$ cat src/rtl/regwrite_arbiter.sv
// regwrite_arbiter
//   Shares the register file's single write port between two writeback
//   sources (A = ALU, B = load/multiply unit) and keeps a scoreboard of
//   destination registers that have a write in flight.
//
// Parameters
//   DATA_W  width of the write data path
//   B_PRIO  0: round-robin on contested cycles, 1: B always wins a contest
//
// Ports
//   clk, reset                  clock, synchronous active-high reset
//   a_valid/a_ready/a_addr/a_data   requester A write handshake
//   b_valid/b_ready/b_addr/b_data   requester B write handshake
//   rsv_valid/rsv_ready/rsv_addr    destination reservation from issue
//   q_addr1/q_addr2 -> q_busy1/q_busy2   hazard queries (combinational)
//   wr_en/wr_addr/wr_data       registered write to the register file
//   busy_vec                    scoreboard contents (bit 0 always 0)
//
// Optional feature macro: REGARB_BYPASS_EN
//   When defined, adds q_fwd1/q_fwd2 and q_fwd_data1/q_fwd_data2, which
//   forward the write currently on wr_* to a matching query; a forwarded
//   query reports not busy.

module regwrite_arbiter #(
  parameter int DATA_W = 32,
  parameter int B_PRIO = 0
) (
  input  logic              clk,
  input  logic              reset,
  input  logic              a_valid,
  output logic              a_ready,
  input  logic [4:0]        a_addr,
  input  logic [DATA_W-1:0] a_data,
  input  logic              b_valid,
  output logic              b_ready,
  input  logic [4:0]        b_addr,
  input  logic [DATA_W-1:0] b_data,
  input  logic              rsv_valid,
  input  logic [4:0]        rsv_addr,
  output logic              rsv_ready,
  input  logic [4:0]        q_addr1,
  input  logic [4:0]        q_addr2,
  output logic              q_busy1,
  output logic              q_busy2,
`ifdef REGARB_BYPASS_EN
  output logic              q_fwd1,
  output logic              q_fwd2,
  output logic [DATA_W-1:0] q_fwd_data1,
  output logic [DATA_W-1:0] q_fwd_data2,
`endif
  output logic              wr_en,
  output logic [4:0]        wr_addr,
  output logic [DATA_W-1:0] wr_data,
  output logic [31:0]       busy_vec
);

  // Round-robin pointer: which side wins the next contested cycle.
  typedef enum logic {RR_A = 1'b0, RR_B = 1'b1} rr_state_t;

  rr_state_t         rr_reg, rr_next;
  logic              xfer;
  logic [4:0]        sel_addr;
  logic [DATA_W-1:0] sel_data;
  logic              wr_en_reg;
  logic [4:0]        wr_addr_reg;
  logic [DATA_W-1:0] wr_data_reg;
  logic [31:0]       busy_reg, busy_next;
  logic              rsv_fire;

  // Arbitration: grants depend only on valids, pointer and reset.
  always_comb begin
    a_ready = 1'b0;
    b_ready = 1'b0;
    rr_next = rr_reg;
    if (!reset) begin
      if (a_valid && b_valid) begin
        if (B_PRIO != 0) begin
          b_ready = 1'b1;
        end else if (rr_reg == RR_A) begin
          a_ready = 1'b1;
          rr_next = RR_B;
        end else begin
          b_ready = 1'b1;
          rr_next = RR_A;
        end
      end else begin
        a_ready = a_valid;
        b_ready = b_valid;
      end
    end
  end

  always_ff @(posedge clk) begin
    if (reset) rr_reg <= RR_A;
    else       rr_reg <= rr_next;
  end

  // Selected write; at most one ready is high so a simple mux suffices.
  always_comb begin
    xfer     = (a_valid && a_ready) || (b_valid && b_ready);
    sel_addr = b_ready ? b_addr : a_addr;
    sel_data = b_ready ? b_data : a_data;
  end

  // Write register. Writes to r0 are accepted but never strobe the file.
  always_ff @(posedge clk) begin
    if (reset) begin
      wr_en_reg   <= 1'b0;
      wr_addr_reg <= '0;
      wr_data_reg <= '0;
    end else begin
      wr_en_reg <= xfer && (sel_addr != 5'd0);
      if (xfer) begin
        wr_addr_reg <= sel_addr;
        wr_data_reg <= sel_data;
      end
    end
  end

  // A reservation is refused only while its bit is busy and not being
  // retired this cycle, which keeps a second writer from overtaking (WAW).
  always_comb begin
    rsv_ready = !reset &&
                (!busy_reg[rsv_addr] || (wr_en_reg && (wr_addr_reg == rsv_addr)));
    rsv_fire  = rsv_valid && rsv_ready;
  end

  // Per-bit scoreboard update; a same-edge set overrides the clear.
  generate
    for (genvar gi = 0; gi < 32; gi++) begin : g_busy
      if (gi == 0) begin : g_r0
        assign busy_next[gi] = 1'b0;
      end else begin : g_rn
        assign busy_next[gi] =
          (rsv_fire && (rsv_addr == 5'(gi)))        ? 1'b1 :
          (wr_en_reg && (wr_addr_reg == 5'(gi)))    ? 1'b0 :
                                                      busy_reg[gi];
      end
    end
  endgenerate

  always_ff @(posedge clk) begin
    if (reset) busy_reg <= '0;
    else       busy_reg <= busy_next;
  end

  // Hazard queries.
`ifdef REGARB_BYPASS_EN
  always_comb begin
    q_fwd1      = wr_en_reg && (wr_addr_reg == q_addr1) && (q_addr1 != 5'd0);
    q_fwd2      = wr_en_reg && (wr_addr_reg == q_addr2) && (q_addr2 != 5'd0);
    q_fwd_data1 = wr_data_reg;
    q_fwd_data2 = wr_data_reg;
    q_busy1     = busy_reg[q_addr1] && !q_fwd1;
    q_busy2     = busy_reg[q_addr2] && !q_fwd2;
  end
`else
  always_comb begin
    q_busy1 = busy_reg[q_addr1];
    q_busy2 = busy_reg[q_addr2];
  end
`endif

  assign wr_en    = wr_en_reg;
  assign wr_addr  = wr_addr_reg;
  assign wr_data  = wr_data_reg;
  assign busy_vec = busy_reg;

endmodule
$ cat config.mk
export PLATFORM = sky130hd
export DESIGN_NAME = regwrite_arbiter
export DESIGN_NICKNAME = d
export VERILOG_FILES = /design/src/rtl/regwrite_arbiter.sv
export SDC_FILE = /design/constraint.sdc
export NUM_CORES = 1
export LEC_CHECK = 0
export ABC_CLOCK_PERIOD_IN_PS = 2300
export CAP_MARGIN = 0
export CORE_AREA = 2 2 117 119
export DETAILED_ROUTE_END_ITERATION = 8
export DIE_AREA = 0 0 119 121
export SETUP_SLACK_MARGIN = 0.4
export SYNTH_ARGS = -nofsm -noshare
export SYNTH_HDL_FRONTEND = slang
export SYNTH_SLANG_ARGS = --single-unit
$ cat constraint.sdc
create_clock -name clk -period 2.3 [get_ports clk]
set_input_delay 0.345 -clock clk [delete_from_list [all_inputs] [get_ports clk]]
set_output_delay 0.345 -clock clk [all_outputs]
set_load 0.005 [all_outputs]
# Word-level counts from Yosys, hierarchy flattened
# Index checks and enable logic that the tools add are counted.
# word_totals
mem_bits_ro	0
ff_bits	71
ram_bits	0
latchBits	0
word_cells	283
n_memories	0
# op_classes
n_mux	76
shift	0
n_div	0
n_eq_ne	63
n_reduce_logical	105
order_cmp	3
n_bitwise	0
n_mul	0
n_addsub	0
# op_table
operator	n
equality test 5 bit (second input constant)	32
equality test 5 x 4 -> 1 bit (second input constant)	16
2-to-1 mux 1 bit	71
logical AND 1 bit	69
nonzero test 2 bit	31
equality test 5 x 3 -> 1 bit (second input constant)	8
2-to-1 mux 32 bit	1
equality test 5 x 2 -> 1 bit (second input constant)	4
less-than comparator 5 x 6 -> 1 bit (second input constant)	3
binary-select mux 1 bit (select 5 bit)	3
equality test 5 x 1 -> 1 bit (second input constant)	2
equality test 5 bit	1
2-to-1 mux 5 bit	1
nonzero test 5 bit	1
logical NOT 1 bit	2
logical OR 1 bit	2

# Logic depth before layout (Yosys ltp)
# logic_depth
word_depth	8
mapped_depth	8
ltp_nobuf	5

# Worst setup path after synthesis
# OpenSTA, ideal clock, no wires.
# synth_path
path_kind	input to output
start	in q_addr1[0]
end	out q_busy1
arrival_time_ps	2029
cell_stages	4
required_time_ps	1955
slack_ps	-74
cell_sequence	clkbuf_1 -> mux4_2 -> mux4_2 -> mux2_2
# synth_between
elab_chain_len	2
# synth_rtl
item	line_no	source
from (decl)	41	input logic [4:0] q_addr1,
binary-select mux 1 bit (select 5 bit)	159	q_busy1 = busy_reg[q_addr1];
2-to-1 mux 1 bit (implied by the code)	159	
to (decl)	43	output logic q_busy1,
# No other way between the ends. The select of a mux whose other input is x is not followed.

# Worst setup path in the final report
# layout_path
start	reg busy_reg[11] (netlist: busy_vec[11])
end	out q_busy1
# layout_between
elab_chain_len	2
# layout_rtl
item	line_no	source
from (decl)	67	logic [31:0] busy_reg, busy_next;
from (signal assigned)	144	else busy_reg <= busy_next;
binary-select mux 1 bit (select 5 bit)	159	
2-to-1 mux 1 bit (implied by the code)	159	
# No other way between the ends. The select of a mux whose other input is x is not followed.

==> impl_metrics.csv <==
group,metric,value,unit
global_routing,grt_max_degree,36,
clock_network,worst_skew_pair.late_latency,0.33,ns
synthesis,ys_seq_elements,70,
worst_setup_path,endpoint_kind,"output port",
synthesis,synthXorXnorAreaFrac,1.37,%
synthesis,post_synth_simple_gate_area,15.6,%
synthesis,synth-compound-area-share,22.8,%
floorplan,start_util,29.4,%
sta,finalHoldViolCount,0,
sta,min_period_over_period,104,%
sta,setup_ws,-0.0834,ns
flow_run,cap_viol_max_count,0,
floorplan,die_outline_width,119,um
worst_setup_path,critical_path_required,1.96,ns
clock_network,cts-root-to-sink-buffers,2,
synthesis,post_synth_fa_ha_maj_area_fraction,0,%
floorplan,design.core.area,13100,um^2
synthesis,synth.mux.area_fraction,17.9,%
synthesis,avgSynthCellArea,9.28,um^2
power,ir_worst_vdd,384,uV
clock_network,cts.htree.levels,3,
clock_network,tritoncts_num_sinks,70,
place,port-buffer-count,167,
floorplan,row_count,42,
worst_setup_path,timing.critical_path.arrival,2.04,ns
final_layout,syn2layout_area_growth,84.0,%
route,initialDrtViolationCount,316,
floorplan,die_area,14400,um^2
outcome,outcome,"finished, violations left",
power,p_leak,2.60,nW
sta,timing_max_transition_violations_final,0,
global_routing,grt_pass1_vias,4402,
clock_network,cts.root.buffer_cell,"sky130_fd_sc_hd__clkbuf_16",
synthesis,synth-warning-count,0,
synthesis,syn_nets,508,
route,via_count_normalized_by_instance_count,5.40,
route,met2_wirelength,7100,um
synthesis,netlist-cell-type-count,43,
final_layout,share_of_post_route_cells_with_drive_strength_above_1,29.0,%
power,power-per-cell-area,503,nW/um^2
floorplan,ioPinCount,169,
final_layout,mostFrequentLayoutCell,"sky130_fd_sc_hd__clkdlybuf4s50_1",
clock_network,postCtsHoldBufs,0,
sta,post-route-min-period,2.38,ns
route,drt-met1-wl,6080,um
clock_network,cts_tree,"built",
synthesis,syn_area,3840,um^2
place,post_place_worst_slack,-0.750,ns
route,top_layer_used,"met5",
sta,setup_violations,2,
place,gp_congestion,0.892,
clock_network,path_clk_slew,0.06,ns
route,route.antenna.remaining_nets,0,
worst_setup_path,critical_path.startpoint_type,"flip-flop",
global_routing,initial_antenna_violation_count,1,
worst_setup_path,timing_worst_setup_path_type,"flip-flop to output port",
sta,grt_setup_unrepaired,"true",
global_routing,grt-ovfl-total,0,
route,met3RoutedLength,1740,um
sta,clock.fmax,0.420,GHz
route,detail_route.drc_violations,0,
final_layout,fin_nets,728,
route,route.detailed.wl_per_inst,18.7,um
route,routed_wl,15200,um
worst_setup_path,critPathMaxFanout,4,
global_routing,gr-usage-all-layers,21.4,%
place,dp.final_hpwl,11300,um
worst_hold_path,worstHoldPathType,"input port to flip-flop",
clock_network,cts_buffers,9,
route,total_number_of_vias,4399,
outcome,violations_in_the_final_reports,"setup timing",
sta,slew_headroom,51.3,%
final_layout,largest_register_ffs,32,
floorplan,die_height,121,um
route,firstDrtPassIters,5,
final_layout,final-instance-count-excl-fill,815,
synthesis,synth-seq-area-share,36.5,%
global_routing,grt_pass1_wl,23900,um
place,dpl.cell_count,784,
sta,tightest_slew,0.729,ns
final_layout,antenna-diode-count,0,
sta,finClkSkew,0.00445,ns
final_layout,final_cell_mix,"151 x sky130_fd_sc_hd__clkdlybuf4s50_1, 66 x sky130_fd_sc_hd__buf_4, 60 x sky130_fd_sc_hd__dfxtp_1, 59 x sky130_fd_sc_hd__nand2_1",
synthesis,largest_family_of_logic_cells_by_synthesized_area,"compound AO/OA/AOI/OAI gates",
synthesis,postSynthCellCount,414,
layout make-up:
| class | instances | area (um^2) |
|---|---|---|
| flip-flops and latches | 70 | 1420 |
| clock inverters | 3 | 42.5 |
| fillers | 1170 | 6010 |
| clock buffers | 13 | 260 |
| multi-input cells | 298 | 2660 |
| inverters | 6 | 22.5 |
| repair buffers | 249 | 2450 |
| well taps | 176 | 220 |
cells in the mapped netlist (all sizes together):
cell	count	area [um^2]
nor4	2	12.5
nor2b	5	31.3
nand3	23	115
and4	1	8.76
or3	4	25.0
xor2	4	35.0
o311ai	4	35.0
a22oi	32	240
nor3	3	15.0
nand2	59	221
a21oi	32	160
nand4	2	12.5
nand2b	4	25.0
o211a	1	10.0
or4	2	15.0
nand4b	4	35.0
clkbuf	26	97.6
conb	1	3.75
a21boi	1	7.51
inv	6	22.5
o31ai	24	180
a311oi	3	38.8
nor4bb	1	10.0
nor4b	1	8.76
xnor2	2	17.5
a211oi	6	45.0
mux2	4	45.0
nor2	11	41.3
mux2i	12	120
o211ai	12	90.1
mux4	23	522
buf	14	105
o41ai	2	17.5
nor3b	3	22.5
dfxtp	70	1400
o21ai	10	50.0
critical path, stage by stage, from the launching register on:
cell and delay [ns]:
sky130_fd_sc_hd__dfxtp_4 0.36, sky130_fd_sc_hd__mux4_2 0.47, sky130_fd_sc_hd__mux4_2 0.48, sky130_fd_sc_hd__mux2_4 0.27
sky130_fd_sc_hd__buf_2 0.12
repair_timing:
item / CTS / global route
pin swaps: 19 / 12
gates resized for setup: 102 / 26
setup buffers: 11 / 0
hold endpoints to repair: 0 / 0
setup endpoints to repair: 36 / 36
gates cloned: 4 / 0
through the flow:
stage | power [mW] | TNS (ns) | utilization, % | area (um^2) | hold slack [ns]
after floorplan | 1.64 | 0 | - | 3920 | 0.453
after global placement | 2.06 | -14.19 | 46.7 | 6120 | 0.441
after detailed placement | 2.07 | -14.37 | 46.7 | 6120 | 0.448
after CTS | 3.56 | -0.187 | 52.9 | 6920 | 0.364
after global routing | 3.70 | -0.265 | 54.0 | 7070 | 0.379
final | 3.56 | -0.152 | 54.0 | 7070 | 0.380
metal layers:
layer | vias up | global-route usage (%)
met5 | - | 0
met2 | 254 | 35.1
met1 | 2096 | 25.7
li1 | 2021 | -
met3 | 26 | 8.04
met4 | 2 | 7.89
cells by family (layout without fill, tap and decap cells):
family | after synthesis | in the layout
AND/OR/NAND/NOR | 125 | 125
AO/OA/AOI/OAI | 127 | 127
XOR/XNOR | 6 | 6
buffers and inverters | 46 | 271
other | 1 | 1
flip-flops | 70 | 70
multiplexers | 39 | 39
report_power, final:
group / switching (mW) / internal, mW
sequential: 0.0385 / 1.27
clock: 0.515 / 0.898
combinational: 0.381 / 0.455
path summary, 6_finish.rpt:
kind | from | endpoint | slack, ns | cells past startpoint
setup / recovery | busy_vec[11] | q_busy1 | -0.08 | 4
hold / removal | reset | rr_reg | 0.38 | 2
setup reg to reg | busy_vec[28] | busy_vec[11] | 0.17 | 8
hold reg to reg | wr_data[20] | wr_data[20] | 0.45 | 2
(Power assumes the default switching activity.)
